`src/rtl/io_bridge_pkg.sv`:
```
// Shared page constants, read-select encoding and page decode for io_bridge.
package io_bridge_pkg;

  localparam logic [3:0] PAGE_MEM = 4'h0;
  localparam logic [3:0] PAGE_IN  = 4'hF;

  typedef enum logic [2:0] {
    SEL_MEM,
    SEL_OUT,
    SEL_IN_LIVE,
    SEL_IN_CAP,
    SEL_NONE
  } rd_sel_e;

  function automatic rd_sel_e decode_sel(input logic [3:0] page, input logic a0,
                                         input logic [3:0] n_out);
    if (page == PAGE_MEM) return SEL_MEM;
    if (page == PAGE_IN) return a0 ? SEL_IN_CAP : SEL_IN_LIVE;
    if (page <= n_out) return SEL_OUT;
    return SEL_NONE;
  endfunction

endpackage

```
`src/rtl/io_edge_capture.sv`:
```
// Two-flop input synchroniser with sticky rising-edge capture and write-one-to-clear mask.
module io_edge_capture #(
  parameter int unsigned IN_W = 16
) (
  input  logic            clk_i,
  input  logic            rst_i,
  input  logic [IN_W-1:0] in_i,
  input  logic            clr_en_i,
  input  logic [IN_W-1:0] clr_mask_i,
  output logic [IN_W-1:0] sync_o,
  output logic [IN_W-1:0] cap_o
);

  logic [IN_W-1:0] meta_q, sync_q, prev_q, cap_q, cap_d;

  // Set is OR-ed in after the clear so a same-cycle edge survives the clear.
  always_comb begin
    cap_d = cap_q;
    if (clr_en_i) cap_d = cap_d & ~clr_mask_i;
    cap_d = cap_d | (sync_q & ~prev_q);
  end

  always_ff @(posedge clk_i) begin
    if (rst_i) begin
      meta_q <= '0;
      sync_q <= '0;
      prev_q <= '0;
      cap_q  <= '0;
    end else begin
      meta_q <= in_i;
      sync_q <= meta_q;
      prev_q <= sync_q;
      cap_q  <= cap_d;
    end
  end

  assign sync_o = sync_q;
  assign cap_o  = cap_q;

endmodule

```
`src/rtl/io_bridge.sv`:
```
// Processor IO bridge: page 0 memory, pages 1..N_OUT output registers, page 0xF inputs.
// Optional edge-capture register enabled by defining IO_BRIDGE_EDGE_CAPTURE_EN.
module io_bridge
  import io_bridge_pkg::*;
#(
  parameter int unsigned DATA_W = 16,
  parameter int unsigned ADDR_W = 16,
  parameter int unsigned MEM_AW = 7,
  parameter int unsigned N_OUT  = 2,
  parameter int unsigned IN_W   = 16
) (
  input  logic                    Clock,
  input  logic                    Reset,
  input  logic [ADDR_W-1:0]       ADDR,
  input  logic [DATA_W-1:0]       DOUT,
  input  logic                    W,
  input  logic [DATA_W-1:0]       MEM_Q,
  input  logic [IN_W-1:0]         IN_PORT,
  output logic [MEM_AW-1:0]       mem_addr,
  output logic                    mem_wren,
  output logic [N_OUT*DATA_W-1:0] OUT_Q,
  output logic [DATA_W-1:0]       DIN
);

  localparam logic [3:0] NOutPages = 4'(N_OUT);

  logic [3:0] page;
  rd_sel_e    sel_d, sel_q;
  logic [3:0] out_idx_q;

  logic [N_OUT-1:0][DATA_W-1:0] out_q;
  logic [DATA_W-1:0]            out_rd, live_ext, cap_ext;
  logic [IN_W-1:0]              in_sync, in_cap;

  assign page     = ADDR[ADDR_W-1 -: 4];
  assign mem_addr = ADDR[MEM_AW-1:0];
  assign mem_wren = W & (page == PAGE_MEM);
  assign sel_d    = decode_sel(page, ADDR[0], NOutPages);
  assign OUT_Q    = out_q;

  always_ff @(posedge Clock) begin
    if (Reset) begin
      out_q     <= '0;
      sel_q     <= SEL_MEM;
      out_idx_q <= '0;
    end else begin
      for (int k = 0; k < int'(N_OUT); k++) begin
        if (W && page == 4'(k + 1)) out_q[k] <= DOUT;
      end
      sel_q     <= sel_d;
      out_idx_q <= page - 4'd1;
    end
  end

`ifdef IO_BRIDGE_EDGE_CAPTURE_EN
  io_edge_capture #(
    .IN_W(IN_W)
  ) u_edge_capture (
    .clk_i     (Clock),
    .rst_i     (Reset),
    .in_i      (IN_PORT),
    .clr_en_i  (W && page == PAGE_IN && ADDR[0]),
    .clr_mask_i(DOUT[IN_W-1:0]),
    .sync_o    (in_sync),
    .cap_o     (in_cap)
  );
`else
  logic [IN_W-1:0] meta_q, sync_q;

  always_ff @(posedge Clock) begin
    if (Reset) begin
      meta_q <= '0;
      sync_q <= '0;
    end else begin
      meta_q <= IN_PORT;
      sync_q <= meta_q;
    end
  end

  assign in_sync = sync_q;
  assign in_cap  = '0;
`endif

  // Output registers are read live so a write in the address cycle is visible.
  always_comb begin
    out_rd = '0;
    for (int k = 0; k < int'(N_OUT); k++) begin
      if (out_idx_q == 4'(k)) out_rd = out_q[k];
    end
    live_ext = '0;
    live_ext[IN_W-1:0] = in_sync;
    cap_ext = '0;
    cap_ext[IN_W-1:0] = in_cap;
  end

  always_comb begin
    DIN = '0;
    case (sel_q)
      SEL_MEM:     DIN = MEM_Q;
      SEL_OUT:     DIN = out_rd;
      SEL_IN_LIVE: DIN = live_ext;
      SEL_IN_CAP:  DIN = cap_ext;
      default:     DIN = '0;
    endcase
  end

endmodule

```
`config.mk`:
```
export PLATFORM = sky130hd
export DESIGN_NAME = io_bridge
export DESIGN_NICKNAME = d
export VERILOG_FILES = /design/src/rtl/io_bridge_pkg.sv /design/src/rtl/io_edge_capture.sv /design/src/rtl/io_bridge.sv
export SDC_FILE = /design/constraint.sdc
export NUM_CORES = 1
export LEC_CHECK = 0
export ABC_AREA = 1
export BUFFER_PORTS_ARGS = -buffer_cell sky130_fd_sc_hd__buf_2
export CORE_ASPECT_RATIO = 1.4
export CORE_UTILIZATION = 50
export CTS_BUF_LIST = sky130_fd_sc_hd__clkbuf_8
export DETAILED_ROUTE_END_ITERATION = 10
export GPL_ROUTABILITY_DRIVEN = 0
export GPL_TIMING_DRIVEN = 0
export PLACE_DENSITY_LB_ADDON = 0.05
export SLEW_MARGIN = 20
export SYNTH_ARGS = -nofsm -noshare
export SYNTH_HDL_FRONTEND = slang
export SYNTH_SLANG_ARGS = --single-unit
```
`constraint.sdc`:
```
create_clock -name Clock -period 2.54 [get_ports Clock]
set_input_delay 0.381 -clock Clock [delete_from_list [all_inputs] [get_ports Clock]]
set_output_delay 0.381 -clock Clock [all_outputs]
set_load 0.03 [all_outputs]
```
### After elaboration in Yosys (flattened, before gate mapping)

Index checks and enable logic that the tools add are counted.

* register bits after elaboration: 71
* input bits: 67
* output and inout port bits: 56

* add/sub/neg operators: 1
* $lt $le $gt $ge: 1
* equal/unequal tests: 6
* mux-type cells: 16
* bitwise gates (word level): 1
* reductions and logical operators: 5

Operators by type and width (count)
* 16-bit case mux with 3 select lines: 1
* 16-bit 2-to-1 mux: 2
* 3-bit 2-to-1 mux: 6
* 4-bit by 1-bit equality test with 1-bit output (second input constant): 2
* 4-bit zero test: 2
* 1-bit 2-to-1 mux: 7
* 4-bit by 2-bit equality test with 1-bit output (second input constant): 1
* 4-bit equality test (second input constant): 1
* 4-bit by 2-bit <= comparator with 1-bit output (second input constant): 1
* 4-bit by 1-bit subtractor with 4-bit output (second input constant): 1
* 3-bit by 1-bit equality test with 1-bit output (second input constant): 1
* 3-bit by 2-bit equality test with 1-bit output (second input constant): 1
* 3-bit zero test: 1
* 1-bit logical AND: 2
* 1-bit bitwise AND: 1

### Logic depth before layout (Yosys ltp)

* word-level depth: 8
* mapped depth: 9
* depth with buffers taken out: 8

### Least setup slack after synthesis

OpenSTA, ideal clock, no wires.

* path type: input to output
* start point: in ADDR[13]
* end point: out mem_wren
* data arrival time: 1.131 ns
* required time: 2.159 ns
* setup slack: 1.028 ns
* stages on the path: 4
* path through: inv_1 -> ha_1 -> nand2_1 -> nor2_1

* cells in the longest elaborated chain, start to end: 2

Ends and longest elaborated chain
* start: declaration: line io_bridge.sv:14 `input logic [ADDR_W-1:0] ADDR,`
* 4-bit zero test: line io_bridge.sv:37 `assign mem_wren = W & (page == PAGE_MEM);`
* 1-bit bitwise AND: line io_bridge.sv:37
* end: declaration: line io_bridge.sv:20 `output logic mem_wren,`

No other way between the ends.

### Worst setup path in the final report

* start point: reg out_idx_q[1]
* end point: out DIN[1]

* cells in the longest elaborated chain, start to end: 4
* elaborated cells on any way between the ends: 5
* those cells by class: 1 x eq/ne; 3 x mux; 1 x reduce/logical

Ends and longest elaborated chain
* start: declaration: line io_bridge.sv:29 `logic [3:0] out_idx_q;`
* start signal: assignment: line io_bridge.sv:51 `out_idx_q <= page - 4'd1;`
* 4-bit zero test: line io_bridge.sv:88 `if (out_idx_q == 4'(k)) out_rd = out_q[k];`
* 16-bit 2-to-1 mux: line io_bridge.sv:88
* 16-bit 2-to-1 mux (*): line io_bridge.sv:88
* 16-bit case mux with 3 select lines (*): line io_bridge.sv:98 `case (sel_q)`
* end: declaration: line io_bridge.sv:22 `output logic [DATA_W-1:0] DIN`

Mark *: on every way between the ends. The rest lies on a longest branch, timed or not.

==> run_results.csv <==
group,metric,value,unit
outcome,status,"complete, no violations",
clock_tree,ctsResizeCount,0,
floorplan,die_w,69.5,um
floorplan,boundaryPins,123,
setup_path,cp-start-kind,"flip-flop",
pwr,combPwrFrac,0.149,
sta,hold_viol_final,0,
routing,drt-initial-drc-count,180,
sta,fmax,492,MHz
floorplan,rows,34,
setup_path,cp_max_fo,10,
sta,final-setup-viol-count,0,
pwr,p_per_area,629,mW/mm^2
setup_path,cp.arrival,1.65,ns
synth,syn_inst,450,
setup_path,crit_start,"out_idx_q[1]",
synth,yosysUniqueCellTypes,23,
sta,finClkSkew,0.00337,ns
finish,final_cell_area,0.00406,sq mm
routing,routed_wirelength,7.83,mm
synth,ys_seq_area_frac,0.445,
setup_path,crit_type,"flip-flop to output pin",
pwr,switching_share,0.278,
sta,post-route-min-period,2.03,ns
clock_tree,clk_path_buf_depth,2,
setup_path,timing.rr.start,"OUT_Q[9]",
grt,grt_overflow,0,
routing,vias_per_cell,4.71,
placement,portBuffers,111,
clock_tree,htreeDepth,3,
grt,grt_antenna_before_repair,0,
pwr,ir_drop,433,uV
clock_tree,insertion_delay,0.34,ns
grt,track_usage,0.240,
clock_tree,root_buffer,"clkbuf_8",
sta,slew_violations,0,
routing,route.detailed.drc,0,
setup_path,endpoint,"DIN[1]",
finish,num_antenna_cells,0,
sta,grt_setup_unrepaired,"false",
placement,dpl.hpwl,6.05,mm
run,cap_violations,0,
setup_path,cp.depth,7,
setup_path,critPathTopFamily,"simple AND/OR/NAND/NOR gates",
pwr,p_int,1.84,mW
routing,antenna_left,0,
sta,fin_crit_sh,0.800,
placement,placed_area,0.00384,sq mm
clock_tree,post_cts_buffers,0,
floorplan,die_h,96.5,um
setup_path,cp-end-kind,"output pin",
routing,routedWlPerCell,12.1,um
finish,drive_gt1_frac,0.289,
floorplan,initial_utilization,0.517,
hold_path,min_from,"IN_PORT[14]",
routing,vias,3059,
finish,area_growth_syn_to_layout,27.1,%
pwr,clockPowerShare,0.391,
sta,tightest_slew,0.464,ns
setup_path,crit_slowest_cell,"dfxtp_1",
setup_path,crit_buf_inv,2,
routing,drtPass1Iterations,4,
synth,synth_seq_cells,71,
setup_path,r2r_slack,1.91,ns
pwr,p_leak,2.21,nW
clock_tree,holdBufCountCts,0,
floorplan,die_area,0.00671,sq mm
setup_path,path_cells,"nor2_2 -> buf_6 -> nand3_1 -> nand2_1 -> nand2_1 -> nand2_1 -> buf_2",
clock_tree,cts_tree,"done",
setup_path,rr_worst_depth,2,
pwr,sequentialPowerShare,0.459,
grt,grt_max_degree,14,
pwr,p_sw,0.709,mW
finish,fin_nets,643,
sta,fin_setup_tns,0,ns
setup_path,critPathMaxStageDelay,0.34,ns
synth,yosysWarnings,0,
setup_path,crit_required,2.16,ns
clock_tree,numClockSinks,71,
setup_path,worst_path_most_repeated_cell,"nand2_1",
synth,syn_area_per_cell,7.09,sq um
sta,slew_headroom,0.691,
synth,syn-cell-area,0.00319,sq mm
finish,utilization,0.658,
grt,grt_pass1_wl,12.4,mm
grt,grt_pass1_vias,2698,
hold_path,min_path_type,"primary input to flip-flop",
floorplan,core-area,0.00617,sq mm
clock_tree,clk_pin_slew,0.07,ns
synth,syn_nets,521,
setup_path,r2r-end,"OUT_Q[9]",
clock_tree,numCtsBuffers,9,
pwr,p_total,2.55,mW
==> cell families after synthesis <==
| kind of cell | count (synthesis) | share of synthesized area |
|---|---|---|
| AO/OA/AOI/OAI | 36 | 0.0565 |
| adder cells (fa/ha/maj) | 4 | 0.0157 |
| buffers and inverters | 90 | 0.146 |
| flip-flops | 71 | 0.445 |
| AND/OR/NAND/NOR | 249 | 0.336 |
==> worst min path at each step <==
| stage | end | slack (ns) | depth (start not counted) |
|---|---|---|---|
| after floorplan | in_sync[0] | 0.39 | 2 |
| after global placement | in_sync[9] | 0.39 | 2 |
| after detailed placement | in_sync[4] | 0.39 | 2 |
| after CTS | meta_q[13] | 0.22 | 3 |
| after global routing | meta_q[13] | 0.22 | 3 |
| final | meta_q[14] | 0.24 | 3 |
==> state kept, by name, summed over array words and instances (netlist names) <==
signal and cells:
OUT_Q 32, in_sync 16, meta_q 16, out_idx_q 4
sel_q 3
==> tightest hold or removal path: cells and delay by family <==
kind                   cells  cell delay [ns]
AND/OR/NAND/NOR            1             0.06
buffers and inverters      2             0.10
==> cells in the mapped netlist (all sizes together) <==
library cell | number | share of area
nand2 | 73 | 0.091
nor2b | 1 | 0.0020
clkbuf | 3 | 0.0035
a21oi | 2 | 0.0031
dfxtp | 71 | 0.45
buf | 27 | 0.068
inv | 60 | 0.075
nand3 | 67 | 0.11
nand4 | 1 | 0.0020
o21ai | 34 | 0.053
nor2 | 106 | 0.13
ha | 4 | 0.016
or2 | 1 | 0.0020
==> placed cells by master, fill, tap and decap left out, drive strengths merged <==
cell	n
nand3	67
clkinv	4
buf	138
a21oi	2
o21ai	34
ha	4
nor2b	1
or2	1
nand4	1
bufinv	2
dfxtp	71
inv	61
nor2	106
clkbuf	12
nand2	73
==> metrics by stage <==
stage | worst slack [ns] | hold slack [ns] | cells
after floorplan | 1.03 | 0.388 | 450
after global placement | 0.895 | 0.391 | 633
after detailed placement | 0.876 | 0.392 | 633
after CTS | 0.500 | 0.225 | 649
after global routing | 0.347 | 0.222 | 649
final | 0.509 | 0.237 | 649
==> area by class of cell <==
type / instances / area, sq um
Clock buffer: 9 / 124
Fill cell: 590 / 2110
Sequential cell: 71 / 1420
Timing Repair Buffer: 111 / 556
Clock inverter: 7 / 96.3
Buffer: 30 / 228
Tap cell: 72 / 90.1
Inverter: 60 / 238
Multi-Input combinational cell: 289 / 1300
==> per-layer routing <==
layer | routed length, um | global-route usage
met1 | 3140 | 0.255
met2 | 4040 | 0.438
met5 | 0 | 0
met4 | 180 | 0.114
met3 | 471 | 0.0737
==> power by group through the flow <==
stage / sequential, mW / combinational, mW / clock [mW]
after floorplan: 1.22 / 0.229 / 0
after global placement: 1.20 / 0.375 / 0
after detailed placement: 1.20 / 0.382 / 0
after CTS: 1.17 / 0.383 / 1.00
after global routing: 1.18 / 0.422 / 1.06
final: 1.17 / 0.381 / 0.999
Note: power is estimated with default switching activity, not from simulation.
